===== config.mk =====
export PLATFORM = sky130hd
export DESIGN_NAME = mmio_uart_tx_flat
export DESIGN_NICKNAME = d
export VERILOG_FILES = /design/src/rtl/mmio_uart_tx_if.sv /design/src/rtl/mmio_uart_tx.sv /design/src/flat_wrapper.sv
export SDC_FILE = /design/constraint.sdc
export NUM_CORES = 1
export LEC_CHECK = 0
export ABC_AREA = 1
export BUFFER_PORTS_ARGS = -buffer_cell sky130_fd_sc_hd__buf_2
export CORE_MARGIN = 4
export CORE_UTILIZATION = 40
export DETAILED_ROUTE_END_ITERATION = 16
export PLACE_DENSITY = 0.58
export SLEW_MARGIN = 20
export SYNTH_ARGS = -nofsm -noshare
export SYNTH_HDL_FRONTEND = slang
export SYNTH_SLANG_ARGS = --single-unit

===== constraint.sdc =====
create_clock -name clk -period 2.85 [get_ports clk]
set_input_delay 0.57 -clock clk [delete_from_list [all_inputs] [get_ports clk]]
set_output_delay 0.57 -clock clk [all_outputs]
set_load 0.05 [all_outputs]

===== src/rtl/mmio_uart_tx_if.sv =====
`default_nettype none
// ============================================================================
// Module      : mmio_uart_tx_if
// Description : Data-memory bus bundle between the core and the UART responder.
// Revision    : 1.0 - initial release
// ============================================================================
interface mmio_uart_tx_if #(
    parameter int DATA_WIDTH      = 32,
    parameter int DATA_ADDR_WIDTH = 10
);
    logic                       re;
    logic                       we;
    logic [3:0]                 byteEn;
    logic [DATA_ADDR_WIDTH-1:0] addr;
    logic [DATA_WIDTH-1:0]      dataIn;
    logic [DATA_WIDTH-1:0]      dataOut;

    modport master (output re, output we, output byteEn, output addr, output dataIn,
                    input  dataOut);
    modport slave  (input  re, input  we, input  byteEn, input  addr, input  dataIn,
                    output dataOut);
endinterface
`default_nettype wire


===== src/rtl/mmio_uart_tx.sv =====
`default_nettype none
// ============================================================================
// Module      : mmio_uart_tx
// Description : Memory-mapped 8N1 UART transmitter with a small TX FIFO.
// Revision    : 1.0 - initial release
// ============================================================================
module mmio_uart_tx #(
    parameter int                         DATA_WIDTH      = 32,
    parameter int                         DATA_ADDR_WIDTH = 10,
    parameter logic [DATA_ADDR_WIDTH-1:0] BASE_ADDR       = 10'h010,
    parameter int                         FIFO_DEPTH      = 4,
    parameter logic [15:0]                RESET_BAUD_DIV  = 16'd434
) (
    input  logic                clk,
    input  logic                rst,
    mmio_uart_tx_if.slave       bus,
    output logic                txd,
    output logic                irq
);
    localparam int c_ptrW = $clog2(FIFO_DEPTH);
    localparam int c_cntW = $clog2(FIFO_DEPTH + 1);

    typedef enum logic [1:0] {
        S_IDLE  = 2'd0,
        S_START = 2'd1,
        S_DATA  = 2'd2,
        S_STOP  = 2'd3
    } state_t;

    state_t              r_state, w_nextState;
    logic [15:0]         r_baudDiv;
    logic [15:0]         r_bitCnt, w_nextCnt;
    logic [2:0]          r_bitIdx, w_nextIdx;
    logic [7:0]          r_shift, w_nextShift;
    logic                r_overflow;
    logic [7:0]          r_mem [FIFO_DEPTH];
    logic [c_ptrW-1:0]   r_wrPtr, r_rdPtr;
    logic [c_cntW-1:0]   r_count;

    logic                w_sel, w_wr, w_rd, w_pushReq, w_push, w_pop;
    logic                w_full, w_empty, w_ovfClr;
    logic [1:0]          w_regIdx;
    logic [15:0]         w_period, w_reload;
    logic [DATA_WIDTH-1:0] w_rdData;
    logic                w_unused;

    assign w_sel     = (bus.addr[DATA_ADDR_WIDTH-1:4] == BASE_ADDR[DATA_ADDR_WIDTH-1:4]);
    assign w_regIdx  = bus.addr[3:2];
    assign w_wr      = w_sel && bus.we;
    assign w_rd      = w_sel && bus.re && !bus.we;
    assign w_full    = (r_count == c_cntW'(FIFO_DEPTH));
    assign w_empty   = (r_count == '0);
    assign w_pushReq = w_wr && (w_regIdx == 2'd0) && bus.byteEn[0];
    // A full FIFO still takes the byte when the transmitter frees a slot this cycle.
    assign w_push    = w_pushReq && (!w_full || w_pop);
    assign w_ovfClr  = w_wr && (w_regIdx == 2'd1) && bus.byteEn[1] && bus.dataIn[8];
    assign w_period  = (r_baudDiv == 16'd0) ? 16'd1 : r_baudDiv;
    assign w_reload  = w_period - 16'd1;
    assign irq       = w_empty && (r_state == S_IDLE);
    assign w_unused  = &{1'b0, bus.dataIn[DATA_WIDTH-1:16], bus.byteEn[3:2], bus.addr[1:0]};

    always_comb begin
        w_rdData = '0;
        case (w_regIdx)
            2'd1: begin
                w_rdData[0]   = (r_state != S_IDLE);
                w_rdData[1]   = w_full;
                w_rdData[2]   = w_empty;
                w_rdData[6:4] = 3'(r_count);
                w_rdData[8]   = r_overflow;
            end
            2'd2:    w_rdData[15:0] = r_baudDiv;
            default: w_rdData = '0;
        endcase
    end

    always_comb begin
        w_nextState = r_state;
        w_nextCnt   = r_bitCnt;
        w_nextIdx   = r_bitIdx;
        w_nextShift = r_shift;
        w_pop       = 1'b0;
        case (r_state)
            S_IDLE: begin
                if (!w_empty) begin
                    w_pop       = 1'b1;
                    w_nextShift = r_mem[r_rdPtr];
                    w_nextCnt   = w_reload;
                    w_nextState = S_START;
                end
            end
            S_START: begin
                if (r_bitCnt == 16'd0) begin
                    w_nextCnt   = w_reload;
                    w_nextIdx   = 3'd0;
                    w_nextState = S_DATA;
                end else begin
                    w_nextCnt = r_bitCnt - 16'd1;
                end
            end
            S_DATA: begin
                if (r_bitCnt == 16'd0) begin
                    w_nextCnt = w_reload;
                    if (r_bitIdx == 3'd7) begin
                        w_nextState = S_STOP;
                    end else begin
                        w_nextIdx   = r_bitIdx + 3'd1;
                        w_nextShift = {1'b0, r_shift[7:1]};
                    end
                end else begin
                    w_nextCnt = r_bitCnt - 16'd1;
                end
            end
            S_STOP: begin
                if (r_bitCnt == 16'd0) begin
                    if (!w_empty) begin
                        w_pop       = 1'b1;
                        w_nextShift = r_mem[r_rdPtr];
                        w_nextCnt   = w_reload;
                        w_nextState = S_START;
                    end else begin
                        w_nextState = S_IDLE;
                    end
                end else begin
                    w_nextCnt = r_bitCnt - 16'd1;
                end
            end
            default: w_nextState = S_IDLE;
        endcase
    end

    always_comb begin
        case (r_state)
            S_START: txd = 1'b0;
            S_DATA:  txd = r_shift[0];
            default: txd = 1'b1;
        endcase
    end

    always_ff @(posedge clk) begin
        if (w_push) begin
            r_mem[r_wrPtr] <= bus.dataIn[7:0];
        end
    end

    always_ff @(posedge clk or posedge rst) begin
        if (rst) begin
            r_state     <= S_IDLE;
            r_bitCnt    <= '0;
            r_bitIdx    <= '0;
            r_shift     <= '0;
            r_baudDiv   <= RESET_BAUD_DIV;
            r_overflow  <= 1'b0;
            r_wrPtr     <= '0;
            r_rdPtr     <= '0;
            r_count     <= '0;
            bus.dataOut <= '0;
        end else begin
            r_state  <= w_nextState;
            r_bitCnt <= w_nextCnt;
            r_bitIdx <= w_nextIdx;
            r_shift  <= w_nextShift;
            if (w_rd) begin
                bus.dataOut <= w_rdData;
            end
            if (w_wr && (w_regIdx == 2'd2)) begin
                if (bus.byteEn[0]) r_baudDiv[7:0]  <= bus.dataIn[7:0];
                if (bus.byteEn[1]) r_baudDiv[15:8] <= bus.dataIn[15:8];
            end
            if (w_pushReq && !w_push) begin
                r_overflow <= 1'b1;
            end else if (w_ovfClr) begin
                r_overflow <= 1'b0;
            end
            if (w_push) r_wrPtr <= r_wrPtr + c_ptrW'(1);
            if (w_pop)  r_rdPtr <= r_rdPtr + c_ptrW'(1);
            case ({w_push, w_pop})
                2'b10:   r_count <= r_count + c_cntW'(1);
                2'b01:   r_count <= r_count - c_cntW'(1);
                default: r_count <= r_count;
            endcase
        end
    end
endmodule
`default_nettype wire


===== src/flat_wrapper.sv =====
// flat-port wrapper written by rule: the top's interface ports become plain ports
module mmio_uart_tx_flat 
#(
    parameter int                         DATA_WIDTH      = 32,
    parameter int                         DATA_ADDR_WIDTH = 10,
    parameter logic [DATA_ADDR_WIDTH-1:0] BASE_ADDR       = 10'h010,
    parameter int                         FIFO_DEPTH      = 4,
    parameter logic [15:0]                RESET_BAUD_DIV  = 16'd434
)
  (clk, rst, txd, irq, bus_re, bus_we, bus_byteEn, bus_addr, bus_dataIn, bus_dataOut);
  mmio_uart_tx_if #(.DATA_WIDTH(DATA_WIDTH), .DATA_ADDR_WIDTH(DATA_ADDR_WIDTH)) bus_i ();
  input  logic clk;
  input  logic rst;
  output logic txd;
  output logic irq;
  input wire logic [$bits(bus_i.re)-1:0] bus_re;
  input wire logic [$bits(bus_i.we)-1:0] bus_we;
  input wire logic [$bits(bus_i.byteEn)-1:0] bus_byteEn;
  input wire logic [$bits(bus_i.addr)-1:0] bus_addr;
  input wire logic [$bits(bus_i.dataIn)-1:0] bus_dataIn;
  output wire logic [$bits(bus_i.dataOut)-1:0] bus_dataOut;
  assign bus_i.re = bus_re;
  assign bus_i.we = bus_we;
  assign bus_i.byteEn = bus_byteEn;
  assign bus_i.addr = bus_addr;
  assign bus_i.dataIn = bus_dataIn;
  assign bus_dataOut = bus_i.dataOut;
  mmio_uart_tx #(.DATA_WIDTH(DATA_WIDTH), .DATA_ADDR_WIDTH(DATA_ADDR_WIDTH), .BASE_ADDR(BASE_ADDR), .FIFO_DEPTH(FIFO_DEPTH), .RESET_BAUD_DIV(RESET_BAUD_DIV)) u_core (.clk(clk), .rst(rst), .bus(bus_i), .txd(txd), .irq(irq));
endmodule

==> results of run 1 <==
==> flip-flops by register name, summed over array words and instances (netlist names) <==
register / flops
u_core.r_rdPtr: 2
u_core.bus.dataOut: 16
u_core.r_bitCnt: 16
u_core.r_state: 2
u_core.r_wrPtr: 2
u_core.r_shift: 8
u_core.r_mem: 32
u_core.r_count: 3
u_core.r_bitIdx: 3
u_core.r_overflow: 1
u_core.r_baudDiv: 16
==> power by group through the flow <==
stage,Clock [W],Combinational [W],Sequential [W]
final,0.00117,0.000362,0.00162
after global routing,0.00127,0.000404,0.00163
after CTS,0.00120,0.000363,0.00162
after detailed placement,0,0.000363,0.00165
after global placement,0,0.000355,0.00165
after floorplan,0,0.000262,0.00166
==> cell usage in the layout (no fill, tap or decap), drive strengths merged, types with 21 or more instances in the layout <==
cell / Yosys / final
xor2: 21 / 21
inv: 82 / 85
buf: 24 / 64
o21ai: 70 / 70
nand3: 70 / 70
dfrtp: 64 / 64
edfxtp: 32 / 32
nor2: 94 / 94
nand2: 158 / 158
a21oi: 27 / 27
==> layout make-up <==
type                            instances  area [µm²]
Tap cell                              184         230
Multi-Input combinational cell        522        2740
Fill cell                            1429        7850
Timing Repair Buffer                   64         375
Clock buffer                           10         229
Sequential cell                       101        2690
Inverter                               83         312
Clock inverter                          6        46.3
==> kinds of logic after synthesis <==
logic type	share of synthesized area (%)
other cells	0.0635
xor+xnor	3.26
buf+inv	8.90
simple gates	25.4
compound gates	12.6
flops	45.6
fa+ha+maj	3.73
mux	0.381
==> critical path, delay by kind of cell (launching register included) <==
family	cells	cell delay (ns)
AOI/OAI and AO/OA	2	0.21
xor gates and xnor gates	1	0.31
adders and majority gates	1	0.19
buffers and inverters	1	0.09
DFF	1	0.58
and+or+nand+nor	11	0.99
==> metrics by stage <==
step / setup WS, ns / total power, W / cell area [µm²]
2_1_floorplan: 0.407 / 0.00192 / 5960
3_3_place_gp: 0.423 / 0.00200 / 6350
6_report: 0.390 / 0.00316 / 6630
4_1_cts: 0.384 / 0.00319 / 6630
3_5_place_dp: 0.430 / 0.00201 / 6350
5_1_grt: 0.182 / 0.00331 / 6630
==> how the worst max path moves through the flow <==
stage | startpoint | cells past startpoint | to
2_1_floorplan | u_core.r_state[0]$_DFFE_PP0P_ | 4 | txd
3_3_place_gp | u_core.r_baudDiv[12]$_DFFE_PP0P_ | 16 | u_core.r_bitCnt[12]$_DFF_PP0_
3_5_place_dp | u_core.r_baudDiv[7]$_DFFE_PP1P_ | 17 | u_core.r_bitCnt[10]$_DFF_PP0_
4_1_cts | u_core.r_baudDiv[7]$_DFFE_PP1P_ | 16 | u_core.r_bitCnt[12]$_DFF_PP0_
5_1_grt | u_core.r_baudDiv[7]$_DFFE_PP1P_ | 17 | u_core.r_bitCnt[10]$_DFF_PP0_
6_report | u_core.r_baudDiv[8]$_DFFE_PP1P_ | 16 | u_core.r_bitCnt[12]$_DFF_PP0_
==> cell usage after synthesis (2+ instances only) <==
| master | count |
|---|---|
| ha_1 | 16 |
| clkbuf_1 | 13 |
| edfxtp_1 | 32 |
| nand2_4 | 3 |
| nor2_2 | 6 |
| xor2_1 | 21 |
| nand3_1 | 68 |
| nand3_2 | 2 |
| nand2_1 | 151 |
| o211ai_1 | 9 |
| a41oi_1 | 2 |
| nor3_1 | 2 |
| o21ai_2 | 3 |
| nand4_1 | 6 |
| inv_1 | 81 |
| buf_2 | 6 |
| dfstp_2 | 5 |
| nand2_2 | 4 |
| or2_2 | 2 |
| o22ai_1 | 12 |
| o21ai_0 | 59 |
| nor2_4 | 3 |
| nor2_1 | 85 |
| a21oi_1 | 26 |
| dfrtp_1 | 64 |
| buf_4 | 16 |
| o21ai_1 | 7 |
| mux2_2 | 2 |
==> metal layers <==
layer | wire (µm) | up-vias | global-route usage [%] | share of wire (%)
li1 | - | 2471 | - | -
met2 | 6520 | 109 | 28.5 | 47
met3 | 659 | 13 | 3.09 | 4.7
met1 | 6560 | 2252 | 23.8 | 47
met4 | 233 | 0 | 6.23 | 1.7
met5 | 0 | - | 0 | 0
==> flow_metrics.tcl, run 1 <==
set metrics [dict create \
    setup_tns_ns 0 \
    crit_slowest_cell "dfstp_2" \
    place.gp.congestion 0.862 \
    dp_cells 954 \
    yosysTopAreaCellShare_pct 27.1 \
    drc_errors 0 \
    setup_viol 0 \
    grt_antenna_before_repair 0 \
    first_pass_iters 4 \
    async_reset_ff_share_pct 68.3 \
    post-route-util_pct 45.8 \
    postCtsHoldBufs 0 \
    outcome "completed" \
    tightestPinTransition_ns 0.681 \
    routed_via_density 4.99 \
    grt_pass1_vias 4796 \
    cts.sinks 101 \
    p_comb_share_pct 11.5 \
    dieArea_um2 16800 \
    grt_pass1_wl_um 23300 \
    ir_drop_uv 234 \
    routedWlPerCell_um 14.4 \
    clk_latency_ns 0.35 \
    cts_buffers 9 \
    cpPeakStageDelay_ns 0.58 \
    layout-drive-gt1-share_pct 15.0 \
    min_period_ns 2.46 \
    cts_max_level 3 \
    diodes 0 \
    pin_count 84 \
    cts.clk_slew.worst_paths_ns 0.07 \
    synth-seq-cells 101 \
    crit-reg2reg-launch "u_core.r_baudDiv[8]$_DFFE_PP1P_" \
    path_cells "nor2_1, nand2_1, nor2_1, nand2_1, nand2_1, inv_1, ha_1, nand2_1, nor2_2, nand2_1, xor2_1, nand2_1, a21oi_1, o21ai_0, nand2_1, nand2_1" \
    ant_nets 0 \
    finalHoldViolations 0 \
    drt_iter0_markers 273 \
    grt_setup_unrepaired "false" \
    fmax_ghz 0.407 \
    numPortBuffers 47 \
    clk_path_buf_depth 2 \
    worstSetupStartpointType "register" \
    power.internal_w 0.00227 \
    fin_skew_ns 0.00495 \
    slew_viol_final 0 \
    vias 4845 \
    arrival_ns 2.71 \
    total_leakage_power_nw 3.12 \
    yosys-top-cells-area "dfrtp_1, edfxtp_1, nand2_1" \
    start_util_pct 40.8 \
    seqPwrFrac_pct 51.4 \
    track_usage_pct 17.6 \
    p_sw_w 0.000887 \
    drt_wl_total_um 14000 \
    synthFlopType "dfrtp_1" \
    synth_seq_area_share_pct 45.6 \
    rr_worst_depth 16 \
    grt_max_degree 65 \
    crit_fanout 4 \
    cpMostUsedCell "nand2_1" \
    yosys_warnings 0 \
    placementRows 44 \
    final_cell_count_no_fill 970 \
    die_y_um 130 \
    hp-class "in2async" \
    yosys.cell_types.count 50 \
    max_cap_viol_count 0 \
    synth_largest_area_cell "dfrtp_1" \
    worst-setup-path-type "reg2reg" \
    cts_root_buf "clkbuf_16" \
    sw_frac_of_total_pct 28.1 \
    crit_path_end_kind "register" \
    rrSetupSlack_ns 0.39 \
    min_period_over_period_pct 86.3 \
    synth_cells 728 \
    synthesis.area_um2 5910 \
    overflow 0 \
    clockPowerShare_pct 37.1 \
    syn2layout_area_growth_pct 12.2 \
    synth_area_per_cell_um2 8.11 \
    worst_ep_required_time_ns 3.10 \
    synth_edf_count 32 \
    slew_headroom_pct 54.2 \
    core_area_um2 14500 \
    rr_endpoint "u_core.r_bitCnt[12]$_DFF_PP0_" \
    cts_setup_buffers 0 \
    cts_resized 0 \
    power.density_nw_per_um2 476 \
    dp.final_hpwl_um 10200 \
    die_x_um 130 \
    hold_ws_ns 0.0983 \
    cts_tree "built" \
    fin_nets 848 \
]
Power figures use the tool's default switching activity.
==> run 2, diff against run 1 <==
==> constraint.sdc (replaced) <==
create_clock -name clk -period 2.85 [get_ports clk]
set_input_delay 0.57 -clock clk [delete_from_list [all_inputs] [get_ports clk]]
set_output_delay 0.57 -clock clk [all_outputs]
set_load 0.1 [all_outputs]
==> flow_metrics.tcl, run 2 (synthesis results as in run 1) <==
set metrics [dict create \
    crit_fanout 5 \
    power.density_nw_per_um2 488 \
    worst_ep_required_time_ns 3.09 \
    setup_tns_ns 0 \
    overflow 0 \
    sw_frac_of_total_pct 30.2 \
    die_x_um 130 \
    start_util_pct 40.8 \
    slew_viol_final 0 \
    cts_resized 0 \
    worst-setup-path-type "reg2reg" \
    arrival_ns 2.73 \
    outcome "completed" \
    place.gp.congestion 0.844 \
    finalHoldViolations 0 \
    track_usage_pct 17.6 \
    cpPeakStageDelay_ns 0.58 \
    rr_worst_depth 16 \
    path_cells "nor2_1, nand2_1, nor2_1, nand2_1, nand2_1, inv_1, ha_1, nand2_1, nor2_2, nand2_1, xor2_1, nand2_1, a21oi_1, o21ai_0, nand2_1, nand2_1" \
    layout_setup_ws_ns 0.369 \
    cts_tree "built" \
    highest_layer "met4" \
    syn2layout_area_growth_pct 12.7 \
    final_cell_count_no_fill 971 \
    tightestPinTransition_ns 0.737 \
    die_y_um 130 \
    crit-reg2reg-launch "u_core.r_baudDiv[7]$_DFFE_PP1P_" \
    cts_max_level 3 \
    crit_start "u_core.r_baudDiv[7]$_DFFE_PP1P_" \
    drc_errors 0 \
    fin_nets 849 \
    grt_setup_unrepaired "false" \
    postCtsHoldBufs 0 \
    dp.final_hpwl_um 10500 \
    pin_count 84 \
    wl_met2_um 6570 \
    crit_path_end_kind "register" \
    place_area_um2 6380 \
    routedLengthMet1_um 6440 \
    critPathTopFamily "simple AND/OR/NAND/NOR gates" \
    final_common_cell "nand2_1" \
    fill_cells 1410 \
    clockPowerShare_pct 36.5 \
    grt_max_degree 24 \
    routedWlPerCell_um 14.4 \
    slew_headroom_pct 50.5 \
    rr_endpoint "u_core.r_bitCnt[12]$_DFF_PP0_" \
    crit_slowest_cell "dfstp_2" \
    fmax_ghz 0.403 \
    drt_iter0_markers 231 \
    cts_buffers 9 \
    diodes 0 \
    setup_viol 0 \
    setup.worst_path.end "u_core.r_bitCnt[12]$_DFF_PP0_" \
    numPortBuffers 47 \
    grt_antenna_before_repair 0 \
    max_cap_viol_count 0 \
    power.internal_w 0.00227 \
    drt_wl_total_um 14000 \
    p_sw_w 0.000981 \
    layout_common_cells "nand2_1, nor2_1, inv_1" \
    cts.clk_slew.worst_paths_ns 0.08 \
    rrSetupSlack_ns 0.37 \
    worstSetupStartpointType "register" \
    clk_path_buf_depth 2 \
    seqPwrFrac_pct 49.9 \
    min_period_over_period_pct 87.1 \
    vias 4891 \
    routed_via_density 5.04 \
    worst-path-stages 16 \
    critPathBufInv 1 \
    placementRows 44 \
    dp_cells 955 \
    final_area_um2 6660 \
    core_area_um2 14500 \
    wl_met3_um 766 \
    grt_pass1_vias 4849 \
    hold_ws_ns 0.233 \
    largest_register "u_core.r_mem" \
    clk_latency_ns 0.35 \
    layout-drive-gt1-share_pct 15.1 \
    ant_nets 0 \
    min_period_ns 2.48 \
    total_leakage_power_nw 3.12 \
    pre_cts_slack_ns 0.402 \
    cts_setup_buffers 0 \
    p_comb_share_pct 13.6 \
    cts_root_buf "clkbuf_16" \
    cpMostUsedCell "nand2_1" \
    largest_reg_flops 32 \
    cts.sinks 101 \
    first_pass_iters 5 \
    hp-class "in2async" \
    fin_skew_ns 0.00847 \
    ir_drop_uv 288 \
    grt_pass1_wl_um 23500 \
    dieArea_um2 16800 \
]
==> run 2: changes by cell type in the layout (fill, tap and decap cells not counted), sizes merged <==
cell,before,now
clkinv,3,4
clkbuf,10,9
buf,64,65
==> run 2: final cells by class <==
cell class | instances | area (µm²) | share of cell area [%]
multi-input cells | 522 | 2740 | 41.2
clock inverters | 7 | 56.3 | 0.846
flip-flops and latches | 101 | 2690 | 40.5
well taps | 184 | 230 | 3.46
inverters | 83 | 312 | 4.68
repair buffers | 65 | 398 | 5.98
clock buffers | 9 | 225 | 3.38
==> run 2: worst reg2reg max path, stage by stage (launching register included) <==
cell and delay (ns):
dfstp_2 0.58, nor2_1 0.07, nand2_1 0.10, nor2_1 0.05, nand2_1 0.08, nand2_1 0.08
inv_1 0.10, ha_1 0.19, nand2_1 0.12, nor2_2 0.19, nand2_1 0.09, xor2_1 0.31
nand2_1 0.09, a21oi_1 0.12, o21ai_0 0.09, nand2_1 0.06, nand2_1 0.05
==> run 2: how the worst min path moves through the flow <==
| stage | start | endpoint | slack, ns | cells past startpoint |
|---|---|---|---|---|
| 2_1_floorplan | u_core.r_bitIdx[1]$_DFFE_PP0P_ | u_core.r_bitIdx[1]$_DFFE_PP0P_ | 0.46 | 2 |
| 3_3_place_gp | u_core.r_bitIdx[2]$_DFFE_PP0P_ | u_core.r_bitIdx[2]$_DFFE_PP0P_ | 0.47 | 2 |
| 3_5_place_dp | u_core.bus.dataOut[8]$_DFFE_PP0P_ | u_core.bus.dataOut[8]$_DFFE_PP0P_ | 0.49 | 2 |
| 4_1_cts | rst | u_core.r_shift[2]$_DFFE_PP0P_ | 0.23 | 2 |
| 5_1_grt | rst | u_core.r_shift[7]$_DFFE_PP0P_ | 0.26 | 2 |
| 6_report | rst | u_core.r_shift[7]$_DFFE_PP0P_ | 0.23 | 2 |
==> run 2: power groups by stage <==
stage	clock (W)	sequential, W	combinational, W
final	0.00119	0.00162	0.000442
after detailed placement	0	0.00165	0.000446
after floorplan	0	0.00169	0.000308
after CTS	0.00121	0.00162	0.000445
after global placement	0	0.00165	0.000434
after global routing	0.00127	0.00163	0.000490
==> run 2: through the flow <==
| stage | total power (W) | utilization (%) |
|---|---|---|
| 6_report | 0.00325 | 46.0 |
| 5_1_grt | 0.00339 | 46.0 |
| 4_1_cts | 0.00328 | 46.0 |
| 3_5_place_dp | 0.00209 | 44.0 |
| 3_3_place_gp | 0.00208 | 44.0 |
| 2_1_floorplan | 0.00200 | - |
==> run 2: per-layer routing <==
metal  vias to the layer above  track usage [%]
li1                       2473                -
met1                      2276             23.5
met2                       125             29.1
met3                        17             3.34
met4                         0             5.81
met5                         -                0
==> run 3, diff against run 2 <==
- GPL_TIMING_DRIVEN: unset -> 0
- clock period: 2.85 -> 2.6 ns (I/O delays scaled with it)
==> flow_metrics.tcl, run 3 (synthesis results as in run 1) <==
set metrics [dict create \
    outcome "completed" \
    rrSetupSlack_ns 0.17 \
    track_usage_pct 18.4 \
    worst-setup-path-type "reg2out" \
    routed_via_density 5.01 \
    rr_worst_depth 10 \
    cts_buffers 9 \
    layout-drive-gt1-share_pct 18.0 \
    gr-max-usage-layer "met2" \
    dp.final_hpwl_um 11100 \
    final_common_cell "nand2_1" \
    die_y_um 130 \
    drt_iter0_markers 286 \
    min_period_ns 2.47 \
    cts_tree "built" \
    p_sw_w 0.00111 \
    grt_pass1_vias 4917 \
    core_area_um2 14500 \
    layout_setup_ws_ns 0.134 \
    start_util_pct 40.8 \
    min_period_over_period_pct 94.9 \
    grt_max_degree 50 \
    cts.sinks 101 \
    diodes 0 \
    finalHoldViolations 0 \
    worst_ep_required_time_ns 2.08 \
    fin_skew_ns 0.00555 \
    drt_wl_total_um 14800 \
    critPathBufInv 1 \
    clockPowerShare_pct 36.9 \
    post-route-util_pct 47.7 \
    grt.met3_usage_pct 2.39 \
    crit-reg2reg-launch "u_core.r_bitCnt[0]$_DFF_PP0_" \
    grt_pass1_wl_um 24400 \
    dieArea_um2 16800 \
    numPortBuffers 47 \
    hp-class "in2async" \
    worstSetupStartpointType "register" \
    first_pass_iters 4 \
    setup_tns_ns 0 \
    slew_headroom_pct 53.3 \
    rr_endpoint "u_core.r_mem[2][0]$_DFFE_PP_" \
    setup_viol 0 \
    die_x_um 130 \
    cts.clk_slew.worst_paths_ns 0.07 \
    clk_path_buf_depth 2 \
    syn2layout_area_growth_pct 16.9 \
    seqPwrFrac_pct 49.0 \
    fin_nets 872 \
    crit_slowest_cell "dfrtp_1" \
    overflow 0 \
    place.gp.congestion 0.883 \
    globalRouteMet1Util_pct 25.1 \
    total_leakage_power_nw 3.21 \
    drc_errors 0 \
    pre_cts_slack_ns -0.320 \
    final_area_um2 6910 \
    postCtsHoldBufs 0 \
    layout_common_cells "nand2_1, inv_1, nor2_1" \
    tightestPinTransition_ns 0.695 \
    power.density_nw_per_um2 526 \
    power.internal_w 0.00252 \
    placementRows 44 \
    cts_max_level 3 \
    largest_register "u_core.r_mem" \
    arrival_ns 1.95 \
    cts_root_buf "clkbuf_16" \
    power_w 0.00363 \
    ant_nets 0 \
    routedWlPerCell_um 14.9 \
    place_area_um2 6460 \
    max_cap_viol_count 0 \
    largest_reg_flops 32 \
    fmax_ghz 0.405 \
    path_cells "nor2_1, nand2_1, nor2_1, clkbuf_4" \
    grt_antenna_before_repair 0 \
    pin_count 84 \
    slew_viol_final 0 \
    sw_frac_of_total_pct 30.7 \
    ir_drop_uv 283 \
    p_comb_share_pct 14.1 \
    clk_latency_ns 0.35 \
    vias 4981 \
    cpPeakStageDelay_ns 0.41 \
    critPathTopFamily "simple AND/OR/NAND/NOR gates" \
    crit_path_end_kind "output pin" \
    crit_fanout 10 \
    met2_usage_pct 30.4 \
    cpMostUsedCell "nor2_1" \
]
-- run 3: cell count changes in the layout (fill, tap and decap cells not counted), moves of 2 or more --
cell,change
xor2_2,+3
o21ai_2,+2
clkinvlp_4,+2
nor2_1,-7
clkinv_8,+2
nor2_4,+6
buf_2,+5
xor2_1,-3
clkbuf_1,+12
o21ai_0,-2
-- run 3: worst max-delay path by stage --
stage / startpoint / end / depth (start not counted)
6_report: u_core.r_count[0]$_DFFE_PP0P_ / irq / 4
5_1_grt: u_core.r_baudDiv[7]$_DFFE_PP1P_ / u_core.r_bitCnt[14]$_DFF_PP0_ / 17
4_1_cts: u_core.r_state[0]$_DFFE_PP0P_ / u_core.r_mem[3][4]$_DFFE_PP_ / 8
3_5_place_dp: u_core.r_state[0]$_DFFE_PP0P_ / u_core.r_mem[3][7]$_DFFE_PP_ / 8
3_3_place_gp: rst / u_core.bus.dataOut[11]$_DFFE_PP0P_ / 2
2_1_floorplan: u_core.r_count[0]$_DFFE_PP0P_ / irq / 3
-- run 3: power groups by stage --
stage	registers, W	clock network [W]	logic (W)
finish	0.00178	0.00134	0.000512
global route	0.00179	0.00143	0.000562
CTS	0.00178	0.00137	0.000510
detailed placement	0.00181	0	0.000509
global placement	0.00181	0	0.000492
floorplan	0.00186	0	0.000337
-- run 3: timing repair --
| action | 4_1_cts | 5_1_grt |
|---|---|---|
| gates resized for setup | 5 | 23 |
| endpoints found under the setup margin | 33 | 38 |
| setup buffers | 0 | 3 |
| pin swaps | 0 | 6 |
-- run 3: routing by layer --
metal	wire [µm]	vias to the layer above
met3	573	13
met2	7000	101
met4	190	0
met1	7090	2347
met5	0	-
li1	-	2520
-- run 3: stage by stage --
stage,hold WS (ns),cells
2_1_floorplan,0.457,743
3_3_place_gp,0.472,974
3_5_place_dp,0.485,975
4_1_cts,0.129,991
5_1_grt,0.152,994
6_report,0.125,994
-- run 3: worst reg2reg max path: cells and delay by family, from the launching register on --
family / cells / cell delay, ns
AOI/OAI and AO/OA: 1 / 0.27
DFF: 1 / 0.39
and+or+nand+nor: 7 / 1.09
buffers and inverters: 1 / 0.13
adders and majority gates: 1 / 0.22
-- run 3: cell type report --
| class | instances | area, µm² |
|---|---|---|
| Buffer | 37 | 215 |
| Clock buffer | 9 | 225 |
| Clock inverter | 7 | 72.6 |
| Fill cell | 1422 | 7570 |
| Inverter | 83 | 318 |
| Multi-Input combinational cell | 522 | 2840 |
| Sequential cell | 101 | 2690 |
| Tap cell | 184 | 230 |
| Timing Repair Buffer | 51 | 315 |
